===== src/rtl/hazard_scoreboard.sv =====
// hazard_scoreboard
// Stall-side companion of the EX-stage forwarding network. Detects the RAW
// hazards that bypassing cannot cover (load-use bubble, operands of in-flight
// long-latency ops, WAW against in-flight long ops, long-unit capacity) and
// freezes PC / IF_ID while injecting a bubble into ID/EX.
//
// Ports:
//   clk, rst                      clock, synchronous active-high reset
//   IF_ID_valid/rs1/rs2/use_rs*   instruction in ID and the sources it reads
//   IF_ID_rd/RegWrite/Long        ID destination, write enable, long-op flag
//   ID_EX_rd/MemRead              load currently in EX
//   done_valid/done_rd            long-op writeback this cycle
//   PCWrite/IF_ID_Write           0 freezes PC / IF_ID
//   ID_EX_Flush                   1 inserts a bubble into ID/EX
//   stall_cause                   00 none, 01 load-use, 10 scoreboard, 11 full
//   sb_err                        sticky protocol error (bad done_valid)
//   stall_count                   stall cycle counter
//
// Optional feature: define HAZARD_STATS_EN to build the saturating stall
// counter; otherwise stall_count is tied to zero.
module hazard_scoreboard #(
  parameter int MAX_LONG = 4
) (
  input  logic        clk,
  input  logic        rst,
  input  logic        IF_ID_valid,
  input  logic [4:0]  IF_ID_rs1,
  input  logic [4:0]  IF_ID_rs2,
  input  logic        IF_ID_use_rs1,
  input  logic        IF_ID_use_rs2,
  input  logic [4:0]  IF_ID_rd,
  input  logic        IF_ID_RegWrite,
  input  logic        IF_ID_Long,
  input  logic [4:0]  ID_EX_rd,
  input  logic        ID_EX_MemRead,
  input  logic        done_valid,
  input  logic [4:0]  done_rd,
  output logic        PCWrite,
  output logic        IF_ID_Write,
  output logic        ID_EX_Flush,
  output logic [1:0]  stall_cause,
  output logic        sb_err,
  output logic [31:0] stall_count
);

  localparam logic [3:0] MaxLong = 4'(MAX_LONG);

  typedef enum logic [1:0] {RUN, LU_STALL, SB_STALL} state_t;

  // Bit 0 of the pending mask is kept at zero so x0 can never block.
  logic [31:0] r_pend;
  logic [3:0]  r_outst;
  state_t      r_state;
  logic        r_sbErr;

  logic [31:0] w_clr, w_eff, w_pendNext;
  logic        w_loadUse, w_sbHaz, w_fullHaz, w_stall, w_issue;
  logic        w_doneErr, w_doneOk;
  logic [1:0]  w_cause;
  logic [3:0]  w_outstNext;

  // Hazard detection. A writeback in this cycle clears its pending bit
  // combinationally because the write-first regfile bypasses the value.
  always_comb begin
    w_clr = '0;
    if (done_valid && done_rd != 5'd0) w_clr[done_rd] = 1'b1;
    w_eff = r_pend & ~w_clr;

    w_loadUse = ID_EX_MemRead && (ID_EX_rd != 5'd0) && IF_ID_valid &&
                ((IF_ID_use_rs1 && ID_EX_rd == IF_ID_rs1) ||
                 (IF_ID_use_rs2 && ID_EX_rd == IF_ID_rs2));

    w_sbHaz = IF_ID_valid &&
              ((IF_ID_use_rs1 && w_eff[IF_ID_rs1]) ||
               (IF_ID_use_rs2 && w_eff[IF_ID_rs2]) ||
               (IF_ID_RegWrite && IF_ID_rd != 5'd0 && w_eff[IF_ID_rd]));

    // Any writeback this cycle frees a unit slot, so a full unit still issues.
    w_fullHaz = IF_ID_valid && IF_ID_Long && (r_outst == MaxLong) && !done_valid;

    w_stall = w_loadUse || w_sbHaz || w_fullHaz;

    if (w_loadUse)     w_cause = 2'b01;
    else if (w_sbHaz)  w_cause = 2'b10;
    else if (w_fullHaz) w_cause = 2'b11;
    else               w_cause = 2'b00;
  end

  // Pipeline control outputs; reset holds the front end frozen.
  always_comb begin
    if (rst) begin
      PCWrite     = 1'b0;
      IF_ID_Write = 1'b0;
      ID_EX_Flush = 1'b1;
      stall_cause = 2'b00;
    end else begin
      PCWrite     = ~w_stall;
      IF_ID_Write = ~w_stall;
      ID_EX_Flush = w_stall;
      stall_cause = w_cause;
    end
  end

  // Next scoreboard state. A writeback with nothing outstanding, or for a
  // register that is not pending, is a protocol error and leaves state alone.
  // When issue and writeback hit the same register the issue's set wins.
  always_comb begin
    w_issue   = IF_ID_valid && !w_stall;
    w_doneErr = done_valid &&
                ((r_outst == 4'd0) || (done_rd != 5'd0 && !r_pend[done_rd]));
    w_doneOk  = done_valid && !w_doneErr;

    w_pendNext = r_pend;
    if (w_doneOk) w_pendNext[done_rd] = 1'b0;
    if (w_issue && IF_ID_Long && IF_ID_RegWrite) w_pendNext[IF_ID_rd] = 1'b1;
    w_pendNext[0] = 1'b0;

    w_outstNext = r_outst;
    if ((w_issue && IF_ID_Long) && !w_doneOk)      w_outstNext = r_outst + 4'd1;
    else if (!(w_issue && IF_ID_Long) && w_doneOk) w_outstNext = r_outst - 4'd1;
  end

  // Scoreboard registers, observational FSM and sticky error flag.
  always_ff @(posedge clk) begin
    if (rst) begin
      r_pend  <= '0;
      r_outst <= 4'd0;
      r_state <= RUN;
      r_sbErr <= 1'b0;
    end else begin
      r_pend  <= w_pendNext;
      r_outst <= w_outstNext;
      if (w_doneErr) r_sbErr <= 1'b1;
      case (w_cause)
        2'b01:   r_state <= LU_STALL;
        2'b10,
        2'b11:   r_state <= SB_STALL;
        default: r_state <= RUN;
      endcase
    end
  end

  assign sb_err = r_sbErr;

  // The FSM only leaves RUN after a cycle in which the pipeline stalled.
  assert property (@(posedge clk) disable iff (rst) (r_state != RUN) |-> $past(w_stall));

`ifdef HAZARD_STATS_EN
  logic [31:0] r_stallCount;

  // Saturating count of stalled cycles outside reset.
  always_ff @(posedge clk) begin
    if (rst) begin
      r_stallCount <= '0;
    end else if (w_stall && r_stallCount != 32'hFFFF_FFFF) begin
      r_stallCount <= r_stallCount + 32'd1;
    end
  end

  assign stall_count = r_stallCount;
`else
  assign stall_count = 32'd0;
`endif

endmodule


===== config.mk =====
export PLATFORM = sky130hd
export DESIGN_NAME = hazard_scoreboard
export DESIGN_NICKNAME = d
export VERILOG_FILES = /design/src/rtl/hazard_scoreboard.sv
export SDC_FILE = /design/constraint.sdc
export NUM_CORES = 1
export LEC_CHECK = 0
export BUFFER_PORTS_ARGS = -buffer_cell sky130_fd_sc_hd__buf_2
export CORE_ASPECT_RATIO = 0.75
export CORE_MARGIN = 2
export CORE_UTILIZATION = 50
export DETAILED_ROUTE_END_ITERATION = 12
export PLACE_DENSITY = 0.74
export SYNTH_ARGS = -nofsm -noshare
export SYNTH_HDL_FRONTEND = slang
export SYNTH_SLANG_ARGS = --single-unit

===== constraint.sdc =====
create_clock -name clk -period 6.15 [get_ports clk]
set_clock_uncertainty 0.15 [all_clocks]
set_input_delay 0.615 -clock clk [delete_from_list [all_inputs] [get_ports clk]]
set_output_delay 0.615 -clock clk [all_outputs]
set_load 0.1 [all_outputs]

Yosys cells after proc, flatten, opt, wreduce, memory -nomap -nowiden
Index checks and enable logic that the tools add are counted.
- muxes and demuxes: 23
- bitwise gates (word level): 6
- magnitude comparators: 6
- $add $sub $neg: 2
- reduce and logical (&&, ||, !) cells: 41
- equality and inequality tests: 3
- operator list (cell ; count):
    $mux W32 ; 3
    $and A32 B32 Y32 ; 2
    $not A32 Y32 ; 2
    $or A32 B32 Y32 ; 1
    $logic_and A1 B1 Y1 ; 24
    $lt A5 B6 Y1 const B ; 4
    $bmux W1 S5 ; 4
    $reduce_bool A5 Y1 ; 3
    $demux W1 S5 ; 2
    $eq A5 B5 Y1 ; 2
    $ge A5 B1 Y1 const B ; 2
    $mux W1 ; 8
    $mux W2 ; 4
    $mux W4 ; 2
    $logic_not A1 Y1 ; 6
    $logic_or A1 B1 Y1 ; 6
    $add A4 B1 Y4 const B ; 1
    $eq A4 B3 Y1 const B ; 1
    $logic_not A4 Y1 ; 1
    $sub A4 B1 Y4 const B ; 1
    $reduce_bool A2 Y1 ; 1
    $not A1 Y1 ; 1
- output and inout port bits: 38
- input port bits: 34
- register bits: 37

Logic depth before layout (Yosys ltp)
- word-level depth: 22
- gate-level depth with buffers: 17
- mapped depth without buffers: 15

Worst setup path after synthesis
Ideal clock, no wire load.
- path kind: input-to-output
- start: input port done_rd[2]
- end: output port ID_EX_Flush
- stages: 9
- path slack: 1630 ps
- buffers on the path: 1
- arrival: 3755 ps
- required time: 5385 ps
- path through: buf_2 nand4bb_1 o21ai_0 mux2i_1 a221oi_1 a311o_1 nor3_1 nor3_1 a31oi_1
- cells in the longest elaborated chain, start to end: 16
- elaborated cells between the ends (all ways): 25
- those cells by class: order compare (2); mux (10); bitwise (2); reduce/logical (11)
- RTL lines (item ; RTL line ; RTL):
    start, declared ; 37 ; input logic [4:0] done_rd,
    $lt A5 B6 Y1 (implied by the code) or $ge A5 B1 Y1 (tied branches) ; 66 ; if (done_valid && done_rd != 5'd0) w_clr[done_rd] = 1'b1;
    $logic_and A1 B1 Y1 (implied by the code) ; 66 ;
    $mux W1 (implied by the code) ; 66 ;
    $demux W1 S5 ; 66 ;
    $mux W32 * ; 66 ;
    $not A32 Y32 * ; 67 ; w_eff = r_pend & ~w_clr;
    $and A32 B32 Y32 * ; 67 ;
    $bmux W1 S5, on equally long branches ; 74, 75 ;
    $mux W1, on equally long branches ; 74, 75 ;
    $logic_and A1 B1 Y1, on equally long branches ; 74, 75 ;
    $logic_or A1 B1 Y1 ; 74 ; ((IF_ID_use_rs1 && w_eff[IF_ID_rs1]) ||
    $logic_or A1 B1 Y1 * ; 75 ; (IF_ID_use_rs2 && w_eff[IF_ID_rs2]) ||
    $logic_and A1 B1 Y1 * ; 73 ; w_sbHaz = IF_ID_valid &&
    $logic_or A1 B1 Y1 * (2 in a row) ; 81 ; w_stall = w_loadUse || w_sbHaz || w_fullHaz;
    $mux W1 * ; 91 ; if (rst) begin
    end, declared ; 40 ; output logic ID_EX_Flush,
Mark *: on every way between the ends. The rest lies on a longest branch, timed or not. The select of a mux whose other input is x is not followed.

Final worst setup path
- start: input port done_rd[0]
- end: register r_outst[3]
- cells in the longest elaborated chain, start to end: 21
- elaborated cells between the ends (all ways): 41
- those cells by class: order compare (2); mux (12); bitwise (2); reduce/logical (25)
- RTL lines (item ; RTL line ; RTL):
    $lt A5 B6 Y1 (implied by the code) or $ge A5 B1 Y1 (tied branches) ; 66 ;
    $logic_and A1 B1 Y1 (implied by the code) ; 66 ;
    $mux W1 (implied by the code) ; 66 ;
    $demux W1 S5 ; 66 ;
    $mux W32 ; 66 ;
    $not A32 Y32 ; 67 ;
    $and A32 B32 Y32 ; 67 ;
    $bmux W1 S5, on equally long branches ; 74, 75 ;
    [4 not listed] ; - ;
    $logic_and A1 B1 Y1 ; 73 ;
    $logic_or A1 B1 Y1 (2 in a row) ; 81 ;
    $logic_not A1 Y1 ; 108 ; w_issue = IF_ID_valid && !w_stall;
    $logic_and A1 B1 Y1 ; 108 ;
    $logic_and A1 B1 Y1 ; 119, 120 ;
    $logic_not A1 Y1 ; 120 ; else if (!(w_issue && IF_ID_Long) && w_doneOk) w_outstNext = r_outst - 4'd1;
    $logic_and A1 B1 Y1 ; 120 ;
    $reduce_bool A2 Y1 (no line) ; - ;
    end signal, assigned ; 132 ; r_outst <= w_outstNext;
    end, declared ; 52 ; logic [3:0] r_outst;
Parallel ways exist; a longest one is shown, timed or not. The select of a mux whose other input is x is not followed.
A chain may end at the register's enable or synchronous reset.

==> impl_metrics.xml <==
<?xml version="1.0" encoding="UTF-8"?>
<metrics>
  <group name="clock_network">
    <metric name="clock_path_buffers" unit="">2</metric>
    <metric name="post_cts_resize_count" unit="">0</metric>
    <metric name="clock_latency" unit="ns">0.30</metric>
    <metric name="post_cts.repair.setup_buffers" unit="">0</metric>
    <metric name="cts_tree" unit="">yes</metric>
    <metric name="cts_htree_levels" unit="">2</metric>
    <metric name="cts.hold.buffers_added" unit="">0</metric>
    <metric name="clock_tree.root_cell" unit="">clkbuf_8</metric>
    <metric name="tritoncts.num_buffers" unit="">5</metric>
    <metric name="cts.reportedPaths.clkPinSlew" unit="ns">0.08</metric>
    <metric name="cts_num_sinks" unit="">36</metric>
  </group>
  <group name="critical_path">
    <metric name="critical_path_class" unit="">input pin to register</metric>
    <metric name="timing.critical_path.from_type" unit="">input pin</metric>
    <metric name="timing.critical_path.buf_inv" unit="">2</metric>
    <metric name="crit_chain" unit="">buf_2 &gt; nand4bb_1 &gt; o21ai_0 &gt; mux2i_1 &gt; a221oi_1 &gt; a311o_1 &gt; nor3_1 &gt; nor4_4 &gt; ha_1 &gt; inv_1 &gt; ha_1 &gt; a21o_1 &gt; a21oi_1 &gt; xnor2_1 &gt; or3_1 &gt; a21oi_1</metric>
    <metric name="worstPathMaxFanout" unit="">21</metric>
    <metric name="crit_path_end_kind" unit="">register</metric>
    <metric name="cp_top_family" unit="">compound AO/OA/AOI/OAI gates</metric>
    <metric name="critical_path.slowest_cell" unit="">o21ai_0</metric>
    <metric name="critical_path.max_stage_delay" unit="ns">0.65</metric>
    <metric name="critPathArrivalTime" unit="ns">4.65</metric>
    <metric name="crit_required" unit="ns">6.23</metric>
  </group>
  <group name="power_and_ir_drop">
    <metric name="pwr-share-comb" unit="%">35.8</metric>
    <metric name="power_density" unit="mW/mm^2">182</metric>
    <metric name="cell_internal_pwr" unit="mW">0.436</metric>
    <metric name="vdd_ir_drop_max" unit="uV">109</metric>
    <metric name="static-leakage-power" unit="nW">1.53</metric>
    <metric name="power_switching_share" unit="%">41.8</metric>
    <metric name="share_clk_of_total_power" unit="%">31.9</metric>
    <metric name="switching_power" unit="mW">0.313</metric>
    <metric name="seq_power_share" unit="%">32.4</metric>
  </group>
  <group name="floorplan">
    <metric name="fp.dieW" unit="um">107</metric>
    <metric name="top_level_ports" unit="">72</metric>
    <metric name="die-area" unit="mm^2">0.00867</metric>
    <metric name="start_util" unit="%">51.0</metric>
    <metric name="core-area" unit="mm^2">0.00778</metric>
    <metric name="die_height" unit="um">81.2</metric>
    <metric name="std_cell_rows" unit="">28</metric>
  </group>
  <group name="timing">
    <metric name="fin_setup_tns" unit="ns">0</metric>
    <metric name="hold_violations" unit="">0</metric>
    <metric name="rsz0062_at_grt" unit="">false</metric>
    <metric name="drv_slew" unit="">0</metric>
    <metric name="layout_worst_path_cycle_share" unit="%">74.3</metric>
    <metric name="slew_headroom" unit="%">26.2</metric>
    <metric name="setup_slack" unit="ns">1.58</metric>
    <metric name="tightest_slew" unit="ns">1.10</metric>
    <metric name="finalSetupViolations" unit="">0</metric>
    <metric name="layout_min_cycle_time" unit="ns">4.57</metric>
    <metric name="maxClockFrequency" unit="MHz">219</metric>
  </group>
  <group name="layout">
    <metric name="antennaDiodeCount" unit="">0</metric>
    <metric name="area_growth_syn_to_layout" unit="%">3.91</metric>
    <metric name="final_nets" unit="">547</metric>
    <metric name="layout.core_utilization" unit="%">53.0</metric>
    <metric name="layout-drive-gt1-share" unit="%">19.6</metric>
  </group>
  <group name="grt">
    <metric name="overall_fraction_of_global_route_tracks_in_use" unit="%">32.8</metric>
    <metric name="grt_pass1_wl" unit="um">21600</metric>
    <metric name="grt_antenna_before_repair" unit="">0</metric>
    <metric name="overflow" unit="">0</metric>
    <metric name="grt_start_max_net_pins" unit="">42</metric>
    <metric name="grt_pass1_vias" unit="">3758</metric>
  </group>
  <group name="placement">
    <metric name="place_ws" unit="ns">1.37</metric>
    <metric name="hpwl" unit="um">10500</metric>
    <metric name="buffer_ports.inserted" unit="">39</metric>
    <metric name="globalplace.congestion" unit="">1.03</metric>
  </group>
  <group name="yosys">
    <metric name="post_synth_fa_ha_maj_area_fraction" unit="%">1.45</metric>
    <metric name="synth_sequential_area_ratio" unit="%">18.2</metric>
    <metric name="synth_compound_area_share" unit="%">29.2</metric>
    <metric name="dominant_combinational_cell_family_by_area_after_synthesis" unit="">compound AO/OA/AOI/OAI gates</metric>
    <metric name="netlist_top_cells_area" unit="">dfxtp_1 (18%), buf_4 (6.8%), mux4_2 (6.2%)</metric>
    <metric name="synth.top_cells.by_count" unit="">nor2_1 (40), buf_4 (36), dfxtp_1 (36)</metric>
    <metric name="ys_flop_type" unit="">dfxtp_1</metric>
    <metric name="synth_mux_area_share" unit="%">12.1</metric>
    <metric name="async_set_or_reset_register_ratio_after_synthesis" unit="%">0</metric>
    <metric name="syn_avg_cell_area" unit="um^2">7.94</metric>
    <metric name="syn-cell-area" unit="mm^2">0.00397</metric>
    <metric name="synthSimpleGateAreaFrac" unit="%">22.3</metric>
    <metric name="synth_top_area_share" unit="%">18.2</metric>
    <metric name="synth_most_common_cell" unit="">nor2_1</metric>
    <metric name="post_synth_inst_count" unit="">500</metric>
    <metric name="synth-edff-count" unit="">0</metric>
    <metric name="synth-xor-area-share" unit="%">2.87</metric>
    <metric name="synth_top_area_cell" unit="">dfxtp_1</metric>
    <metric name="synth.lib_cells_used.distinct" unit="">68</metric>
    <metric name="synth.ff_latch_count" unit="">36</metric>
    <metric name="synth_warn" unit="">0</metric>
  </group>
  <group name="run">
    <metric name="max_cap_violations" unit="">0</metric>
  </group>
  <group name="status">
    <metric name="status" unit="">finished clean</metric>
  </group>
  <group name="drt">
    <metric name="drt_wl_total" unit="um">13800</metric>
    <metric name="route.vias.total" unit="">4115</metric>
    <metric name="final_antenna_net_count" unit="">0</metric>
    <metric name="detail_route.wl_per_cell" unit="um">22.5</metric>
    <metric name="post_drt_via_cell_ratio" unit="">6.69</metric>
    <metric name="drt_iter0_markers" unit="">596</metric>
    <metric name="dr.pass1.iters" unit="">6</metric>
    <metric name="remaining_design_rule_violation_count" unit="">0</metric>
  </group>
  <group name="hold_path">
    <metric name="timing.hold.worst.class" unit="">register to register</metric>
  </group>
</metrics>
layout make-up:
| class | instances | area, um^2 |
|---|---|---|
| tap | 105 | 131 |
| fill | 769 | 3650 |
| timing repair buffer | 41 | 210 |
| clock buffer | 7 | 96.3 |
| inverter | 30 | 113 |
| multi-input combinational | 395 | 2820 |
| clock inverter | 1 | 30.0 |
| sequential | 36 | 721 |
state kept, by name, indices dropped and copies added (netlist names):
name / cells
r_pend: 31
sb_err: 1
r_outst: 4
power groups by stage:
| stage | registers [mW] | clock network, mW | logic [mW] |
|---|---|---|---|
| 6_report | 0.243 | 0.239 | 0.268 |
| 5_1_grt | 0.243 | 0.244 | 0.284 |
| 4_1_cts | 0.243 | 0.238 | 0.265 |
| 3_5_place_dp | 0.248 | 0 | 0.264 |
| 3_3_place_gp | 0.248 | 0 | 0.262 |
| 2_1_floorplan | 0.250 | 0 | 0.236 |
final timing paths:
check,start,end,slack (ns),cells after the start
worst max-delay path,done_rd[0],r_outst[3],1.58,16
worst min-delay path,sb_err,sb_err,0.33,2
worst max register to register,r_pend[11],r_outst[3],2.18,14
worst min register to register,sb_err,sb_err,0.33,2
through the flow:
| stage | total power, mW | area [um^2] | instances | hold slack (ns) |
|---|---|---|---|---|
| after floorplan | 0.486 | 4090 | 531 | 0.321 |
| final | 0.749 | 4120 | 615 | 0.328 |
| after CTS | 0.745 | 4120 | 615 | 0.335 |
| after global routing | 0.772 | 4120 | 615 | 0.392 |
| after global placement | 0.510 | 4000 | 607 | 0.302 |
| after detailed placement | 0.512 | 4000 | 607 | 0.312 |
layout by cell type, fill, tap and decap left out, types with 6 or more instances in the layout:
master | Yosys | layout
inv_1 | 30 | 30
nor2_1 | 40 | 40
dfxtp_1 | 36 | 36
nand2_1 | 18 | 18
o21ai_0 | 27 | 27
a41oi_1 | 8 | 8
o2111ai_1 | 6 | 6
clkbuf_8 | 0 | 7
a311oi_1 | 21 | 21
o211ai_1 | 8 | 8
nand2b_1 | 22 | 22
nand3_1 | 19 | 19
o21ai_1 | 6 | 6
xor2_1 | 6 | 6
a21oi_1 | 10 | 10
mux4_2 | 11 | 11
mux2i_1 | 20 | 20
conb_1 | 1 | 32
a31o_2 | 26 | 26
buf_2 | 6 | 39
nor3_1 | 15 | 15
a22oi_1 | 6 | 6
xnor2_1 | 7 | 7
nor2b_1 | 8 | 8
cells by family (layout without fill, tap and decap cells):
| family | after synthesis | in the layout |
|---|---|---|
| simple gates | 159 | 159 |
| compound gates | 153 | 153 |
| buf+inv | 100 | 79 |
| flops | 36 | 36 |
| mux | 34 | 34 |
| xor+xnor | 13 | 13 |
| fa+ha+maj | 4 | 4 |
| other cells | 1 | 32 |
metal layers:
layer	routed length [um]	up-vias	track usage, %
met5	0	-	0
met4	204	0	5.97
met3	1510	26	6.74
met2	6020	268	50.8
met1	6090	1964	47.6
li1	-	1857	-
worst reg2reg max path, cell delays in order, from the launching register on:
cell and delay (ns):
dfxtp_1 0.47, o21ai_0 0.30, a22oi_1 0.28, nand3_1 0.11
a311o_1 0.29, nor3_1 0.68, nor4_4 0.12, ha_1 0.25
inv_1 0.12, ha_1 0.24, a21o_1 0.17, a21oi_1 0.17
xnor2_1 0.09, or3_1 0.31, a21oi_1 0.16
(Power assumes the default switching activity.)
